**config.mk**
```make
export PLATFORM = sky130hd
export DESIGN_NAME = tdl_mc_flat
export DESIGN_NICKNAME = d
export VERILOG_FILES = /design/src/rtl/tdl_mc_if.sv /design/src/rtl/tdl_mc.sv /design/src/flat_wrapper.sv
export SDC_FILE = /design/constraint.sdc
export NUM_CORES = 1
export LEC_CHECK = 0
export ABC_AREA = 1
export CORE_ASPECT_RATIO = 2
export CORE_MARGIN = 8
export CORE_UTILIZATION = 42
export DETAILED_ROUTE_END_ITERATION = 6
export SLEW_MARGIN = 40
export SYNTH_ARGS = -nofsm -noshare
export SYNTH_HDL_FRONTEND = slang
export SYNTH_SLANG_ARGS = --single-unit
```
**constraint.sdc**
```tcl
create_clock -name CLK -period 3.5 [get_ports CLK]
set_input_delay 0.875 -clock CLK [delete_from_list [all_inputs] [get_ports CLK]]
set_output_delay 0.875 -clock CLK [all_outputs]
set_load 0.02 [all_outputs]
```
**src/rtl/tdl_mc_if.sv**
```systemverilog
// rtl/tdl_mc_if.sv - sample stream and tap outputs of the multi-channel delay line
interface tdl_mc_if #(
    parameter int DATA_WIDTH = 13,
    parameter int TAPS       = 8,
    parameter int CHANNELS   = 4
);
    localparam int CH_W = (CHANNELS > 1) ? $clog2(CHANNELS) : 1;
    localparam int NF   = (TAPS + 1) / 2;

    logic                         VIN;
    logic signed [DATA_WIDTH-1:0] DIN;
    logic                         SYNC_IN;
    logic                         CLR;
    logic                         FOLD_EN;
    logic                         VOUT;
    logic [CH_W-1:0]              CH_OUT;
    logic                         PRIMED;
    logic signed [DATA_WIDTH-1:0] TP [0:TAPS-1];
    logic signed [DATA_WIDTH:0]   FP [0:NF-1];

    modport master (
        output VIN, DIN, SYNC_IN, CLR, FOLD_EN,
        input  VOUT, CH_OUT, PRIMED, TP, FP
    );

    modport slave (
        input  VIN, DIN, SYNC_IN, CLR, FOLD_EN,
        output VOUT, CH_OUT, PRIMED, TP, FP
    );
endinterface

```
**src/rtl/tdl_mc.sv**
```systemverilog
// rtl/tdl_mc.sv - time-interleaved per-channel tapped delay line with symmetric fold
module tdl_mc #(
    parameter int DATA_WIDTH = 13,
    parameter int TAPS       = 8,
    parameter int CHANNELS   = 4
) (
    input  logic     CLK,
    input  logic     RST_n,
    tdl_mc_if.slave  bus
);
    localparam int CH_W   = (CHANNELS > 1) ? $clog2(CHANNELS) : 1;
    localparam int NF     = (TAPS + 1) / 2;
    localparam int FILL_W = $clog2(TAPS + 1);

    typedef logic signed [DATA_WIDTH-1:0] smp_t;
    typedef logic signed [DATA_WIDTH:0]   fsmp_t;

    smp_t              line_q [0:CHANNELS-1][0:TAPS-1];
    logic [FILL_W-1:0] fill_q [0:CHANNELS-1];
    logic [CH_W-1:0]   ptr_q;
    logic [CH_W-1:0]   ptr_d;
    logic [CH_W-1:0]   sel;
    logic [FILL_W-1:0] fill_d;
    logic              primed_d;
    smp_t              new_tap [0:TAPS-1];
    fsmp_t             fp_d [0:NF-1];

    logic              vout_q;
    logic [CH_W-1:0]   ch_q;
    logic              primed_q;
    smp_t              tp_q [0:TAPS-1];
    fsmp_t             fp_q [0:NF-1];

    // new_tap is the selected channel's history as it will look after this sample
    always_comb begin
        sel      = bus.SYNC_IN ? '0 : ptr_q;
        ptr_d    = (sel == CH_W'(CHANNELS - 1)) ? '0 : sel + CH_W'(1);
        fill_d   = (fill_q[sel] == FILL_W'(TAPS)) ? fill_q[sel] : fill_q[sel] + FILL_W'(1);
        primed_d = (fill_d == FILL_W'(TAPS));
        new_tap[0] = bus.DIN;
        for (int i = 1; i < TAPS; i++) begin
            new_tap[i] = line_q[sel][i-1];
        end
        for (int k = 0; k < NF; k++) begin
            fp_d[k] = '0;
        end
        if (bus.FOLD_EN) begin
            for (int k = 0; k < TAPS / 2; k++) begin
                fp_d[k] = fsmp_t'(new_tap[k]) + fsmp_t'(new_tap[TAPS-1-k]);
            end
            if (TAPS % 2 == 1) begin
                fp_d[NF-1] = fsmp_t'(new_tap[NF-1]);
            end
        end
    end

    always_ff @(posedge CLK or negedge RST_n) begin
        if (!RST_n) begin
            ptr_q <= '0;
            for (int c = 0; c < CHANNELS; c++) begin
                fill_q[c] <= '0;
                for (int i = 0; i < TAPS; i++) begin
                    line_q[c][i] <= '0;
                end
            end
        end else if (bus.CLR) begin
            ptr_q <= '0;
            for (int c = 0; c < CHANNELS; c++) begin
                fill_q[c] <= '0;
                for (int i = 0; i < TAPS; i++) begin
                    line_q[c][i] <= '0;
                end
            end
        end else if (bus.VIN) begin
            ptr_q       <= ptr_d;
            fill_q[sel] <= fill_d;
            for (int i = 0; i < TAPS; i++) begin
                line_q[sel][i] <= new_tap[i];
            end
        end
    end

    // Presentation registers hold between samples and are only zeroed by reset or clear
    always_ff @(posedge CLK or negedge RST_n) begin
        if (!RST_n) begin
            vout_q   <= 1'b0;
            ch_q     <= '0;
            primed_q <= 1'b0;
            for (int i = 0; i < TAPS; i++) tp_q[i] <= '0;
            for (int k = 0; k < NF; k++)   fp_q[k] <= '0;
        end else if (bus.CLR) begin
            vout_q   <= 1'b0;
            ch_q     <= '0;
            primed_q <= 1'b0;
            for (int i = 0; i < TAPS; i++) tp_q[i] <= '0;
            for (int k = 0; k < NF; k++)   fp_q[k] <= '0;
        end else if (bus.VIN) begin
            vout_q   <= 1'b1;
            ch_q     <= sel;
            primed_q <= primed_d;
            for (int i = 0; i < TAPS; i++) tp_q[i] <= new_tap[i];
            for (int k = 0; k < NF; k++)   fp_q[k] <= fp_d[k];
        end else begin
            vout_q <= 1'b0;
        end
    end

    assign bus.VOUT   = vout_q;
    assign bus.CH_OUT = ch_q;
    assign bus.PRIMED = primed_q;
    assign bus.TP     = tp_q;
    assign bus.FP     = fp_q;
endmodule
```
**src/flat_wrapper.sv**
```systemverilog
// flat-port wrapper written by rule: the top's interface ports become plain ports
module tdl_mc_flat 
#(
    parameter int DATA_WIDTH = 13,
    parameter int TAPS       = 8,
    parameter int CHANNELS   = 4
)
  (CLK, RST_n, bus_VIN, bus_DIN, bus_SYNC_IN, bus_CLR, bus_FOLD_EN, bus_VOUT, bus_CH_OUT, bus_PRIMED, bus_TP, bus_FP);
  tdl_mc_if #(.DATA_WIDTH(DATA_WIDTH), .TAPS(TAPS), .CHANNELS(CHANNELS)) bus_i ();
  input  logic CLK;
  input  logic RST_n;
  input wire logic [$bits(bus_i.VIN)-1:0] bus_VIN;
  input wire logic [$bits(bus_i.DIN)-1:0] bus_DIN;
  input wire logic [$bits(bus_i.SYNC_IN)-1:0] bus_SYNC_IN;
  input wire logic [$bits(bus_i.CLR)-1:0] bus_CLR;
  input wire logic [$bits(bus_i.FOLD_EN)-1:0] bus_FOLD_EN;
  output wire logic [$bits(bus_i.VOUT)-1:0] bus_VOUT;
  output wire logic [$bits(bus_i.CH_OUT)-1:0] bus_CH_OUT;
  output wire logic [$bits(bus_i.PRIMED)-1:0] bus_PRIMED;
  output wire logic [$bits(bus_i.TP)-1:0] bus_TP;
  output wire logic [$bits(bus_i.FP)-1:0] bus_FP;
  assign bus_i.VIN = bus_VIN;
  assign bus_i.DIN = bus_DIN;
  assign bus_i.SYNC_IN = bus_SYNC_IN;
  assign bus_i.CLR = bus_CLR;
  assign bus_i.FOLD_EN = bus_FOLD_EN;
  assign bus_VOUT = bus_i.VOUT;
  assign bus_CH_OUT = bus_i.CH_OUT;
  assign bus_PRIMED = bus_i.PRIMED;
  assign bus_TP = {>>{bus_i.TP}};
  assign bus_FP = {>>{bus_i.FP}};
  tdl_mc #(.DATA_WIDTH(DATA_WIDTH), .TAPS(TAPS), .CHANNELS(CHANNELS)) u_core (.CLK(CLK), .RST_n(RST_n), .bus(bus_i));
endmodule
```
Yosys cells after proc, flatten, opt, wreduce, memory -nomap -nowiden
Cells that the tools add are included. W data, S select, Z words.

Output and inout bits: 164. Bits in registers: 598. Logic and storage cells: 119. Input port bits: 19.

Multiplexer cells: 53. Bitwise gates (word level): 1. Reduce and logical (&&, ||, !) cells: 2. Magnitude comparators: 2. Add/sub/neg operators: 6. Eq/ne operators: 3.

Operators by type and width (number): $bwmux W416 (8); $demux W104 S2 (8); $mux W416 (2); $mux W104 (5); $bmux W104 S2 (1); $mux W56 (3); $mux W91 (1); $mux W78 (1); $mux W65 (1); $add A13 B13 Y14 (4); $mux W52 (1); $mux W39 (1); $mux W16 (2); $mux W26 (1); $bwmux W16 (1); $mux W4 (4); $mux W13 (1); $mux W2 (6); $bmux W4 S2 (1); $demux W4 S2 (1); $eq A4 B4 Y1 const B (2); $add A4 B1 Y4 const B (1); $mux W1 (4); $ge A3 B3 Y1 const B (1); other kinds (6) (6).

Depth between registers and ports, before layout
Gate-level depths: netlist (run 1).

Word-level depth: 16. Gate-level depth with buffers: 20. Depth with buffers taken out: 17.

Worst setup path before layout (run 1)
Ideal clock, no wire load.

Path type: input to register. From: input port bus_SYNC_IN. To: register u_core.fp_q, in the netlist u_core.bus.FP[40]. Path buffers: 3. Slack: 0.319 ns. Cell stages on the path: 18. Data required time: 3.417 ns. Data arrival time: 3.098 ns. Setup time: 0.083 ns. Path through: inv_4 > nand2_4 > buf_8 > inv_6 > buf_6 > buf_6 > a21oi_2 > o21ai_1 > o21ai_2 > ha_1 > fa_1 > nand3_1 > nand3_1 > nand3_1 > nand3_1 > nand2_1 > nand2_1 > o21ai_0.

Longest elaborated chain between the ends: 9.

Ends and longest elaborated chain: from (decl) (line flat_wrapper.sv:14) `input wire logic [$bits(bus_i.SYNC_IN)-1:0] bus_SYNC_IN;`; $mux W2 (line tdl_mc.sv:36) `sel = bus.SYNC_IN ? '0 : ptr_q;`; $not A2 Y3 (implied by the code) (line tdl_mc.sv:42) `new_tap[i] = line_q[sel][i-1];`; $bmux W104 S2 (line tdl_mc.sv:42); $mux W104 (2 in a row); $add A13 B13 Y14 (line tdl_mc.sv:49) `fp_d[k] = fsmp_t'(new_tap[k]) + fsmp_t'(new_tap[TAPS-1-k]);`; $mux W56 (line tdl_mc.sv:47) `if (bus.FOLD_EN) begin`; $mux W56 (line tdl_mc.sv:97) `end else if (bus.VIN) begin`; $mux W56 (line tdl_mc.sv:91) `end else if (bus.CLR) begin`; to (decl) (line tdl_mc.sv:32) `fsmp_t fp_q [0:NF-1];`.

Every way passes these cells. The select of a mux whose other input is x is not followed. A chain may end at the register's enable or synchronous reset.

Worst setup path in the final report (run 1)
From: input port bus_SYNC_IN. To: register u_core.fp_q, in the netlist u_core.bus.FP[19].

The elaborated chain is that of the path after synthesis.

==> results of run 1 <==
[worst reg2reg max path, cell delays in order (launching register included)]
cell	delay [ns]
dfrtp_2	0.47
inv_2	0.16
nor2_2	0.18
buf_4	0.19
buf_4	0.15
o22ai_1	0.06
a22oi_1	0.31
buf_4	0.22
inv_1	0.05
ha_1	0.33
nand2_1	0.12
nor3_1	0.26
nand3_1	0.14
a21oi_1	0.15
o21ai_0	0.09
[metal layers]
layer / share of wire (%) / GRT usage, % / vias up
met4: 7.8 / 17.5 / 2
li1: - / - / 10600
met2: 50 / 44.0 / 754
met5: 0.012 / 0 / -
met1: 37 / 29.0 / 11100
met3: 5.0 / 3.22 / 248
[metrics by stage]
step	power, mW	utilization (%)	setup slack, ns
2_1_floorplan	7.85	-	0.319
3_3_place_gp	9.24	50.5	-0.641
3_5_place_dp	9.27	50.5	-0.702
4_1_cts	15.1	53.2	0.0222
5_1_grt	15.6	53.2	0.267
6_report	15.0	53.2	0.380
[report_power, final]
part	leakage (nW)	internal (mW)	switching (mW)
logic	7.32	1.00	1.60
registers	7.56	6.47	0.0880
clock network	0.852	3.29	2.56
total	15.7	10.8	4.24
[cell families after synthesis]
group,after synthesis,share of synthesized area [%]
fa+ha+maj,63,3.12
buf+inv,422,6.66
flops,546,52.1
simple gates,1061,16.9
compound gates,832,21.0
xor+xnor,4,0.134
[path summary, 6_finish.rpt]
kind / endpoint / slack, ns / depth (start not counted)
setup / recovery: u_core.bus.FP[19]$_DFFE_PN0P_ / 0.38 / 13
hold / removal: u_core.bus.TP[54]$_DFFE_PN0P_ / 0.22 / 1
min in group CLK: u_core.line_q[254]$_DFFE_PN0P_ / 0.48 / 2
setup reg to reg: u_core.bus.FP[55]$_DFFE_PN0P_ / 0.50 / 14
hold reg to reg: u_core.line_q[254]$_DFFE_PN0P_ / 0.48 / 2
max in group asynchronous: u_core.bus.FP[41]$_DFFE_PN0P_ / 2.31 / 2
[cells in the mapped netlist (all sizes together)]
cell    instances  area, um^2
o21ai         417        2440
o211ai          9        67.6
buf            57         363
o21bai          3        22.5
a22o            8        70.1
nand2b          4        25.0
o22ai         147        1280
a22oi          83         623
and2            8        50.1
nand3         150         756
clkbuf        123         467
clkinv          1        3.75
nand3b          1        7.51
a211oi          1        7.51
nor2           72         275
nor3            8        40.0
a21oi         155         926
fa              4        80.1
xnor2           4        35.0
nand2         817        3280
dfrtp         546       13700
a31oi           3        18.8
a21o            6        45.0
nand4           1        6.26
ha             59         738
inv           241         912
[timing repair]
item,CTS,global route
endpoints found under the setup margin,1,11
hold endpoints to repair,0,0
gates resized for setup,1,1
[cell type report]
cell class | count | area [um^2]
clock buffer | 72 | 1470
clock inverter | 21 | 254
fill | 5704 | 28900
inverter | 242 | 916
multi-input combinational | 1960 | 10800
sequential | 546 | 13700
tap | 786 | 983
timing repair buffer | 497 | 4790
[registers in the layout (all words and copies together), names as in the netlist]
register	count
u_core.bus.TP	104
u_core.ptr_q	2
u_core.fill_q	16
u_core.bus.VOUT	1
u_core.bus.CH_OUT	2
u_core.bus.FP	56
u_core.line_q	364
u_core.bus.PRIMED	1
[layout by cell type (no fill, tap or decap), types with 2 or more instances in the layout]
master,Yosys,final
clkinvlp_4,0,2
o21ai_2,94,95
a21oi_2,40,40
o22ai_1,89,89
clkdlybuf4s50_1,0,180
inv_2,5,6
nor2_1,70,69
nand2_4,16,16
a22o_1,8,8
buf_4,2,267
nand2_2,29,29
o21ai_0,230,230
o21ai_1,93,91
inv_6,1,2
a31oi_1,3,3
and2_1,8,8
clkinv_2,0,12
nor2_4,0,2
a21oi_1,115,114
nand3_1,149,149
nand2b_1,4,4
nand2_1,771,771
clkbuf_1,119,10
a22oi_1,83,82
a21o_1,6,6
o21bai_1,3,3
buf_12,0,48
xnor2_1,4,4
o211ai_1,9,9
nor3_1,8,8
ha_1,59,58
clkbuf_16,0,51
o22ai_2,58,58
fa_1,4,4
clkbuf_8,0,11
bufinv_16,0,5
dfrtp_1,546,545
inv_1,234,233
==> metrics.md, run 1 <==
| Metric | Value |
|---|---|
| Status | complete, no violations |
| Sink Count | 546 |
| Post-CTS Setup Inserts | 0 |
| Dpl cell area | 31200 um^2 |
| P per Cell Area | 456 nW/um^2 |
| Nets@finish | approximately 3400 |
| Core ar. | 61800 um^2 |
| Slew HR | 56.4% |
| Hold_ws | 0.223 ns |
| GRT Util Overall | 25.6% |
| Gp weighted congestion | 0.975 |
| Detailed Place HPWL | 63600 um |
| Worst path max stage delay | 0.39 ns |
| CTS buffer count | 50 |
| Starting Density | 42.4% |
| Buf/Inv on CP | 5 |
| H-tree Lvls | 2 |
| Count of different cell masters after synthesis | 43 |
| GRT overflow | 0 |
| Max cap viols | 0 |
| Die height | 369 um |
| Crit path arrival time | 3.63 ns |
| Mapped Cells | 2928 |
| Hold Path Class | primary input to asynchronous set/reset pin |
| Crit share post-route | 89.1% |
| Slew Viols, Final | 0 |
| Kind of critical path | primary input to register |
| Crit path max fanout | 33 |
| Yosys warning count | 0 |
| Die area | just over 70000 um^2 |
| Yosys reg bits | 546 |
| Maximum VDD drop | 0.351 mV |
| Antenna violations before repair | 1 |
| Syn_area_per_cell | 8.95 um^2 |
| Final non-filler cell total | roughly 4100 |
| Worst Tran Pin Value | between 0.6 and 0.7 ns |
| Ports | 183 |
| Syn Nets | 3010 |
| Reg2reg start | u_core.ptr_q[0]$_DFFE_PN0P_ |
| Area Growth Syn to Fin | 25.6% |
| Crit-path slowest cell | o21ai_0 |
| Final ANT Viol Nets | 0 |
| Largest net degree at the start of global routing | 80 |
| Setup-failing EPs final | 0 |
| Clk slew on worst S/H paths | 0.07 ns |
| CTS tree | done |
| CP required | 4.01 ns |
| DR DRC count | 0 |
| Crit path capture type | register |
| Bufs on Longest Clock Path | 3 |
| Via Count | 22700 |
| Layout cells sized above 1 | just under 20% |
| Avg WL per Cell | 22.0 um |
| Clk_lat worst skew | around 0.61 ns |
| Vias/cell | 5.50 |
| CTS root buffer | clkbuf_16 |
| Fin. Hold Viols | 0 |
| CTS Hold Bufs | 0 |
| Worst Setup Start Kind | primary input |
| Placed insts | 4031 |
| Total routed wirelength | slightly above 90000 um |
| Diode count | 0 |
| Crit-path cells | dlymetal6s2s_1 -> inv_4 -> nand2_8 -> buf_4 -> buf_12 -> a22oi_1 -> o21ai_2 -> ha_1 -> a21oi_1 -> nand2_1 -> o21ai_0 -> buf_4 -> nand2_1 |
| TNS Setup | 0 ns |
| P_leak | 15.7 nW |
| RSZ-0062 raised after global routing | false |
| Die Width | 193 um |
| Skew final | ~0.027 ns |
| F_max | 321 MHz |
| Post-Syn Area | about 26000 um^2 |
| Delay-heaviest family, CP | compound AO/OA/AOI/OAI gates |
| FP Rows | approximately 130 |
| Register area share after synthesis | 52.1% |
| CP startpoint | bus_SYNC_IN |
| Number of global-route vias before repair | 23900 |
| Input/output buffers | 182 |
| First-pass GRT wire length | 140000 um |
| First-pass DRT Iterations | 6 |
| Initial DRC Count | 1577 |
| Fin area | approximately 33000 um^2 |
| Post-route minimum period | 3.12 ns |
(Power assumes the default switching activity.)
==> run 2, diff against run 1 <==
ABC_CLOCK_PERIOD_IN_PS = 3500   (was not set)
DONT_BUFFER_PORTS = 1   (was not set)
==> metrics.md, run 2 (synthesized netlist as in run 1, its figures left out) <==
| Metric | Value |
|---|---|
| Final Util | 47.5% (was 53.2%) |
| FP Rows | 129 (unchanged) |
| Bufs on Longest Clock Path | 3 (unchanged) |
| Number of global-route vias before repair | 21200 (was 23900) |
| Slew HR | 40.4% (was 56.4%) |
| Worst Tran Pin Value | 0.894 ns (was 0.653 ns) |
| Clk slew on worst S/H paths | 0.07 ns (about the same) |
| Ports | 183 (unchanged) |
| Detailed Place HPWL | 59000 um (was 63600 um) |
| Crit path arrival time | 3.71 ns (was 3.63 ns) |
| Slew Viols, Final | 0 (unchanged) |
| Setup-failing EPs final | 0 (unchanged) |
| Final WS setup | 0.283 ns (was 0.380 ns) |
| GRT Util Overall | 24.3% (was 25.6%) |
| Maximum VDD drop | 0.371 mV (was 0.351 mV) |
| Post-route minimum period | 3.22 ns (was 3.12 ns) |
| Post-CTS Resized | 0 (was 1) |
| Die Width | 193 um (unchanged) |
| CTS tree | done (unchanged) |
| Largest net degree at the start of global routing | 547 (was 80) |
| CTS root buffer | clkbuf_16 (unchanged) |
| Most frequent cells in the layout | nand2_1, dfrtp_1, inv_1, o21ai_0, nand3_1 (was nand2_1, dfrtp_1, buf_4, inv_1, o21ai_0) |
| Die area | 71100 um^2 (unchanged) |
| Gp weighted congestion | 0.938 (was 0.975) |
| Crit path capture type | register (unchanged) |
| P_leak | 14.0 nW (was 15.7 nW) |
| Kind of critical path | register to register (was primary input to register) |
| CTS buffer count | 49 (was 50) |
| Post-CTS Setup Inserts | 0 (unchanged) |
| Clk_lat worst skew | 0.60 ns (was 0.61 ns) |
| Antenna violations before repair | 0 (was 1) |
| First-pass DRT Iterations | 5 (was 6) |
| First-pass GRT wire length | 132000 um (was 140000 um) |
| Die height | 369 um (unchanged) |
| CP required | 3.99 ns (was 4.01 ns) |
| Hold_ws | 0.135 ns (was 0.223 ns) |
| Sink Count | 546 (unchanged) |
| Fin. Hold Viols | 0 (unchanged) |
| Max reg flops | 364 (unchanged) |
| Via Count | 21100 (was 22700) |
| Diode count | 0 (unchanged) |
| Worst Setup Start Kind | register (was primary input) |
| Area Growth Syn to Fin | 12.1% (was 25.6%) |
| Status | complete, no violations (unchanged) |
| P per Cell Area | 487 nW/um^2 (was 456 nW/um^2) |
| Most common cell after layout, fill and taps aside | nand2_1 (unchanged) |
| Avg WL per Cell | 23.3 um (was 22.0 um) |
| Crit share post-route | 91.9% (was 89.1%) |
| Vias/cell | 5.63 (was 5.50) |
| Core ar. | 61800 um^2 (unchanged) |
| TNS Setup | 0 ns (unchanged) |
| RSZ-0062 raised after global routing | false (unchanged) |
| Skew final | 0.0113 ns (was 0.0274 ns) |
| Final ANT Viol Nets | 0 (unchanged) |
| Input/output buffers | 0 (was 182) |
| Hold Path Class | primary input to asynchronous set/reset pin (unchanged) |
| Total routed wirelength | 87300 um (was 90800 um) |
| F_max | 311 MHz (was 321 MHz) |
| Top reg by flops | u_core.line_q (unchanged) |
| H-tree Lvls | 2 (unchanged) |
| Initial DRC Count | 1550 (was 1577) |
| GRT overflow | 0 (unchanged) |
| Crit path max fanout | 39 (was 33) |
| Pre-CTS setup slack | -0.125 ns (was -0.702 ns) |
| Starting Density | 42.4% (unchanged) |
| Reg2reg start | u_core.ptr_q[0]$_DFFE_PN0P_ (unchanged) |
| Max cap viols | 0 (unchanged) |
| Nets@finish | 3000 (was 3379) |
| CP startpoint | u_core.ptr_q[0]$_DFFE_PN0P_ (was bus_SYNC_IN) |
| Dpl cell area | 27600 um^2 (was 31200 um^2) |
| DR DRC count | 0 (unchanged) |
| Fin area | 29400 um^2 (was 32900 um^2) |
| Layout cells sized above 1 | 15.3% (was 19.6%) |
run 2: cell types whose count changed in the layout (fill, tap and decap cells not counted), sizes merged:
cell / previous run / this run
clkinv: 13 / 8
clkbuf: 72 / 76
clkdlybuf4s50: 180 / 0
clkinvlp: 2 / 1
bufinv: 5 / 4
dlymetal6s2s: 1 / 0
buf: 316 / 119
inv: 243 / 242
run 2: cell type report:
type	instances	area [um^2]
Timing Repair Buffer	119	1290
Multi-Input combinational cell	1960	10800
Clock buffer	76	1500
Fill cell	5901	32500
Sequential cell	546	13700
Inverter	242	916
Clock inverter	13	175
Tap cell	786	983
run 2: path summary, 6_finish.rpt:
| path | endpoint | slack (ns) | depth (start not counted) |
|---|---|---|---|
| min in group CLK | u_core.line_q[311]$_DFFE_PN0P_ | 0.45 | 2 |
| setup / recovery | u_core.bus.FP[19]$_DFFE_PN0P_ | 0.28 | 10 |
| hold reg to reg | u_core.line_q[254]$_DFFE_PN0P_ | 0.48 | 2 |
| max in group asynchronous | u_core.bus.FP[39]$_DFFE_PN0P_ | 1.19 | 3 |
| setup reg to reg | u_core.bus.FP[19]$_DFFE_PN0P_ | 0.28 | 10 |
| hold / removal | u_core.bus.TP[54]$_DFFE_PN0P_ | 0.13 | 1 |
run 2: power by group:
group / total (mW) / leakage [nW] / switching, mW / internal [mW]
clock: 5.71 / 0.825 / 2.47 / 3.24
sequential: 6.70 / 7.56 / 0.226 / 6.47
combinational: 1.89 / 5.64 / 1.33 / 0.556
total: 14.3 / 14.0 / 4.03 / 10.3
run 2: per-layer routing:
metal  global-route usage, %  up-vias  wire length, um
met4                    15.8        0             6320
met2                    41.6      656            43600
li1                        -     9824                -
met1                    27.5    10400            32300
met3                    3.86      185             5090
met5                       0        -                0
run 2: per-stage QoR:
step	instances	power [mW]
6_report	3742	14.3
5_1_grt	3742	14.8
4_1_cts	3738	14.3
3_5_place_dp	3649	8.57
3_3_place_gp	3649	8.55
2_1_floorplan	2928	7.85
run 2: critical path: stages, from the launching register on:
cell     delay (ns)
dfrtp_2        0.54
nand2_8        0.24
buf_4          0.46
a22oi_1        0.15
o21ai_2        0.27
ha_1           0.34
a21oi_1        0.23
nand2_1        0.18
o21ai_0        0.41
buf_4          0.19
nand2_1        0.04
==> run 3, diff against run 2 <==
PLACE_DENSITY = 0.67   (was not set)
==> metrics.md, run 3 (synthesized netlist as in run 1, its figures left out) <==
| Metric | Value |
|---|---|
| Failing checks | slew limit |
| Max cap viols | 0 (unchanged) |
| First-pass GRT wire length | 131000 um (was 132000 um) |
| CP startpoint | u_core.ptr_q[0]$_DFFE_PN0P_ (unchanged) |
| Setup crit end | u_core.bus.FP[55]$_DFFE_PN0P_ (was u_core.bus.FP[19]$_DFFE_PN0P_) |
| Hold Path Class | primary input to asynchronous set/reset pin (unchanged) |
| Crit-path cells | inv_2 -> nor2_2 -> buf_4 -> o22ai_1 -> a22oi_1 -> inv_1 -> ha_1 -> inv_1 -> nor3_1 -> nand3_1 -> a21oi_1 -> o21ai_0 (was nand2_8 -> buf_4 -> a22oi_1 -> o21ai_2 -> ha_1 -> a21oi_1 -> nand2_1 -> o21ai_0 -> buf_4 -> nand2_1) |
| F_max | 312 MHz (was 311 MHz) |
| Worst path max stage delay | 0.52 ns (was 0.54 ns) |
| Die Width | 193 um (unchanged) |
| Most frequent cells in the layout | nand2_1, dfrtp_1, inv_1, o21ai_0, nand3_1 (unchanged) |
| Top reg by flops | u_core.line_q (unchanged) |
| Worst Setup Start Kind | register (unchanged) |
| Final ANT Viol Nets | 0 (unchanged) |
| CTS root buffer | clkbuf_16 (unchanged) |
| Reg-to-reg endpoint | u_core.bus.FP[55]$_DFFE_PN0P_ (was u_core.bus.FP[19]$_DFFE_PN0P_) |
| FP Rows | 129 (unchanged) |
| Nets@finish | 3008 (was 3000) |
| CTS tree | done (unchanged) |
| Worst path depth | 12 (was 10) |
| Sink Count | 546 (unchanged) |
| Core ar. | 61800 um^2 (unchanged) |
| Buf/Inv on CP | 4 (was 2) |
| CTS buffer count | 49 (unchanged) |
| Hold_ws | 0.0588 ns (was 0.135 ns) |
| Most common cell after layout, fill and taps aside | nand2_1 (unchanged) |
| H-tree Lvls | 2 (unchanged) |
| R2R Setup Slk | 0.30 ns (was 0.28 ns) |
| Crit path capture type | register (unchanged) |
| Slew Viols, Final | 269 (was 0) |
| Clk_lat worst skew | 0.60 ns (about the same) |
| Skew final | 0.0222 ns (was 0.0113 ns) |
| Largest net degree at the start of global routing | 547 (unchanged) |
| Crit path max fanout | 9 (was 39) |
| Layout cells sized above 1 | 15.6% (was 15.3%) |
| Delay-heaviest family, CP | compound AO/OA/AOI/OAI gates (unchanged) |
| Fin. Hold Viols | 0 (unchanged) |
| Clk slew on worst S/H paths | 0.07 ns (about the same) |
| Total routed wirelength | 86500 um (was 87300 um) |
| GRT Util Overall | 24.0% (was 24.3%) |
| Slew HR | -34.1% (was 40.4%) |
| Max reg flops | 364 (unchanged) |
| Gp weighted congestion | 0.958 (was 0.938) |
| Reg2reg start | u_core.ptr_q[0]$_DFFE_PN0P_ (unchanged) |
| Antenna violations before repair | 0 (unchanged) |
| P_leak | 14.1 nW (was 14.0 nW) |
| Avg WL per Cell | 23.1 um (was 23.3 um) |
| Via Count | 21200 (was 21100) |
| Setup-failing EPs final | 0 (unchanged) |
| Number of global-route vias before repair | 21100 (was 21200) |
| Ports | 183 (unchanged) |
| R2R cell count | 12 (was 10) |
| Area Growth Syn to Fin | 12.5% (was 12.1%) |
| Critical Path Most Common Cell | inv_1 |
| Starting Density | 42.4% (unchanged) |
| Post-route minimum period | 3.20 ns (was 3.22 ns) |
| TNS Setup | 0 ns (unchanged) |
| Post-CTS Setup Inserts | 0 (unchanged) |
| Crit-path slowest cell | dfrtp_2 (unchanged) |
| Input/output buffers | 0 (unchanged) |
| Die height | 369 um (unchanged) |
| Status | finished, violations left (was complete, no violations) |
| FILL cells | 5867 (was 5901) |
| Detailed Place HPWL | 58500 um (was 59000 um) |
| CP required | 3.97 ns (was 3.99 ns) |
| GRT overflow | 0 (unchanged) |
| Crit share post-route | 91.5% (was 91.9%) |
| Die area | 71100 um^2 (unchanged) |
| Vias/cell | 5.66 (was 5.63) |
| Diode count | 0 (unchanged) |
| Kind of critical path | register to register (unchanged) |
| Crit path arrival time | 3.67 ns (was 3.71 ns) |
| Initial DRC Count | 1773 (was 1550) |
| Worst Tran Pin Value | 2.01 ns (was 0.894 ns) |
| Maximum VDD drop | 0.322 mV (was 0.371 mV) |
| DR DRC count | 0 (unchanged) |
| Post-CTS Resized | 0 (unchanged) |
| First-pass DRT Iterations | 6 (was 5) |
| Bufs on Longest Clock Path | 3 (unchanged) |
| RSZ-0062 raised after global routing | false (unchanged) |
| P per Cell Area | 491 nW/um^2 (was 487 nW/um^2) |
==> run 3: cell types whose count changed in the layout (fill, tap and decap cells not counted), sizes merged <==
cell and change:
bufinv +5, clkbuf -8, clkinv +5, buf +8
==> run 3: worst reg2reg max path: stages (launching register included) <==
cell and delay, ns:
dfrtp_2 0.52, inv_2 0.17, nor2_2 0.24, buf_4 0.19, o22ai_1 0.09, a22oi_1 0.48
inv_1 0.20, ha_1 0.42, inv_1 0.12, nor3_1 0.27, nand3_1 0.14, a21oi_1 0.16
o21ai_0 0.09
==> run 3: routing by layer <==
layer  vias up  global-route usage [%]  share of wire (%)
li1       9821                       -                  -
met1     10400                    26.4                 35
met2       771                    41.7                 51
met3       219                    3.45                5.7
met4         0                    16.7                7.8
met5         -                       0                  0
==> run 3: where the power goes <==
| group | switching (mW) | total (mW) | internal [mW] | leakage (nW) |
|---|---|---|---|---|
| Combinational | 1.23 | 1.80 | 0.566 | 5.66 |
| Clock | 2.50 | 5.98 | 3.49 | 0.870 |
| Sequential | 0.227 | 6.70 | 6.47 | 7.56 |
==> run 3: worst min path at each step <==
stage,startpoint,endpoint,slack (ns),depth (start not counted)
after floorplan,u_core.line_q[264]$_DFFE_PN0P_,u_core.line_q[264]$_DFFE_PN0P_,0.44,2
after CTS,RST_n,u_core.bus.FP[13]$_DFFE_PN0P_,-0.04,0
after detailed placement,u_core.line_q[264]$_DFFE_PN0P_,u_core.line_q[264]$_DFFE_PN0P_,0.46,2
after global placement,u_core.line_q[254]$_DFFE_PN0P_,u_core.line_q[254]$_DFFE_PN0P_,0.46,2
final,RST_n,u_core.line_q[54]$_DFFE_PN0P_,0.06,0
after global routing,RST_n,u_core.line_q[54]$_DFFE_PN0P_,0.03,0
==> run 3: per-stage QoR <==
stage	power (mW)	instance area, um^2	cells	utilization (%)	worst slack (ns)
floorplan	7.85	26200	2928	-	0.319
global placement	8.58	27700	3660	44.8	0.0244
detailed placement	8.59	27700	3660	44.8	0.00632
CTS	14.6	29500	3751	47.6	0.339
global route	15.0	29500	3752	47.7	0.0987
finish	14.5	29500	3752	47.7	0.298
==> run 3: area by class of cell <==
type / count / area [um^2] / area share (%)
clock buffer: 68 / 1410 / 4.78
clock inverter: 23 / 350 / 1.19
inverter: 242 / 916 / 3.11
multi-input combinational: 1960 / 10800 / 36.7
sequential: 546 / 13700 / 46.4
tap: 786 / 983 / 3.34
timing repair buffer: 127 / 1320 / 4.49
==> RTL change (config.mk and constraints of run 2) <==
`TAPS` is set to 8 in 3 places; all go to 4.
--- a/src/rtl/tdl_mc_if.sv
+++ b/src/rtl/tdl_mc_if.sv
@@ -3,3 +3,3 @@
     parameter int DATA_WIDTH = 13,
-    parameter int TAPS       = 8,
+    parameter int TAPS       = 4,
     parameter int CHANNELS   = 4
--- a/src/rtl/tdl_mc.sv
+++ b/src/rtl/tdl_mc.sv
@@ -3,3 +3,3 @@
     parameter int DATA_WIDTH = 13,
-    parameter int TAPS       = 8,
+    parameter int TAPS       = 4,
     parameter int CHANNELS   = 4
--- a/src/flat_wrapper.sv
+++ b/src/flat_wrapper.sv
@@ -4,3 +4,3 @@
     parameter int DATA_WIDTH = 13,
-    parameter int TAPS       = 8,
+    parameter int TAPS       = 4,
     parameter int CHANNELS   = 4
Ports: changed (resized bus_FP and bus_TP); port bits go from 183 to 103. No check against the original RTL was run, so the function may have changed too.
==> RTL change against run 2 <==
- maximum frequency is 10% higher
- sequential power is 54% lower
- the flow now finishes with violations (DRC)
- critical endpoint is now u_core.bus.FP[27]
- core utilization is 0.12 points lower
- via count is 52% lower
- power is 54% lower
- critical path depth is 6 higher
- sequential cell count is 292 lower
- setup slack better by 290 ps
- area after synthesis is 53% lower
- non-clock buffer count is 71 lower
- wire length is 55% lower
- highest routed layer unchanged
- final area is 54% lower
==> RTL change: results (changes against run 2) <==
outcome=finished, violations left; failing checks=DRC; DRC Markers=5 (+5); slew margin rel.=49.6% (+9.2 points); # fillers=2773 (-53%); sequential share of the synthesized area=52.0% (-0.16 points); 1st-iter DRT viols=912 (-41%); Total Routing Usage GR=22.4% (-1.9 points); Post-Place Cell Area=0.0128 mm² (-54%); Clock Skew=11.3 ps (-0.0214 ps); synth top area cells=dfrtp_1 52%, nand2_1 14%, inv_1 5.8%; htree depth=1 (-1); First-pass DRT Iterations=7 (+2); PortBufs=0 (unchanged); final RePlAce weighted congestion=0.899 (-4.2%); CP endpoint kind=flop; Crit-path slowest cell=dfrtp_1; initial antenna violation count=2 (+2); clock latency on the worst-skew pair=530 ps (-70 ps); CP arrival=3340 ps (-370 ps); Commonest cells post-synth=468 x nand2_1, 254 x dfrtp_1, 189 x inv_1; peak supply drop=0.000369 V (-0.67%); share of cells above drive strength 1=8.41% (-6.9 points); Routed WL per cell=20.8 µm (-11%); Max FO, Critical Path=15 (-62%); routed vias/inst=5.44 (-3.4%); cts bufs inserted=23 (-53%); max reg flops=156 (-57%); Period minus WS final=2920 ps (-292 ps); Critical R2R Capture=u_core.bus.FP[27]; most common flop cell mapped by yosys=dfrtp_1; Synth Area in Compound Gates=16.4% (-4.6 points); HPWL after DPL=27700 µm (-53%); R2R depth=16 (+6); Nets=1549 (-48%); setup slack, reg-to-reg=580 ps (+290 ps); mux cell area share after synthesis=0% (unchanged); Post-synth EDFFs=0 (unchanged); first-pass GRT wire length=60800 µm (-54%); crit-path max cell delay=440 ps (-100 ps); Adder-Cell Fraction of Synth Area=3.70% (+0.58 points); largest net degree at the start of global routing=255 (-53%); Worst Path Class, Setup=flop to flop; xor/xnor cell area share of the yosys netlist=0.143% (+0.0096 points); P_leak=6.80 nW (-51%); unique cell type count in the Yosys netlist=30 (-30%); Root Buffer=clkbuf_16; Hold WC Path Type=primary input to asynchronous set/reset pin; via count of the first global-routing pass=10243 (-52%); Clk pin slew, worst setup/hold paths=70 ps (about the same)
[RTL change: worst max-delay path: cells and delay by family, from the launching register on]
family,cells,cell delay [ps]
AOI/OAI and AO/OA,2,420
adders and majority gates,1,390
buffers and inverters,4,440
DFF,1,440
and+or+nand+nor,9,1100
[RTL change: final cells by class]
class	instances	area (µm²)	area share, %
Antenna cell	4	10.0	0.0735
Clock buffer	29	628	4.61
Clock inverter	12	193	1.42
Inverter	218	818	6.01
Multi-Input combinational cell	950	4720	34.7
Sequential cell	254	6360	46.7
Tap cell	360	450	3.31
Timing Repair Buffer	48	435	3.20
[RTL change: cell families (layout without fill, tap and decap cells)]
kind of cell / count (synthesis) / after routing
AO/OA/AOI/OAI: 345 / 345
other: 0 / 4
flip-flops: 254 / 254
XOR/XNOR: 2 / 2
AND/OR/NAND/NOR: 568 / 568
adder cells (fa/ha/maj): 35 / 35
buffers and inverters: 288 / 307
[RTL change: metal layers]
metal,vias up,global-route usage [%],share of wire (%)
met4,0,12.1,5.4
met3,73,3.43,5.8
met5,-,0,0
li1,4844,-,-
met1,5015,25.4,37
met2,268,39.0,51
[RTL change: power breakdown]
part | internal [mW] | total, mW | switching, mW
combinational | 0.211 | 0.704 | 0.493
clock | 1.64 | 2.78 | 1.14
sequential | 3.01 | 3.11 | 0.106
[RTL change: through the flow]
stage / cells / hold WS [ps] / total power [mW] / worst slack (ps)
floorplan: 1492 / 449 / 3.61 / 544
global placement: 1830 / 466 / 3.87 / 189
detailed placement: 1830 / 466 / 3.87 / 165
CTS: 1871 / 23.9 / 6.65 / 617
global route: 1875 / 27.3 / 6.82 / 362
finish: 1875 / 40.0 / 6.60 / 576
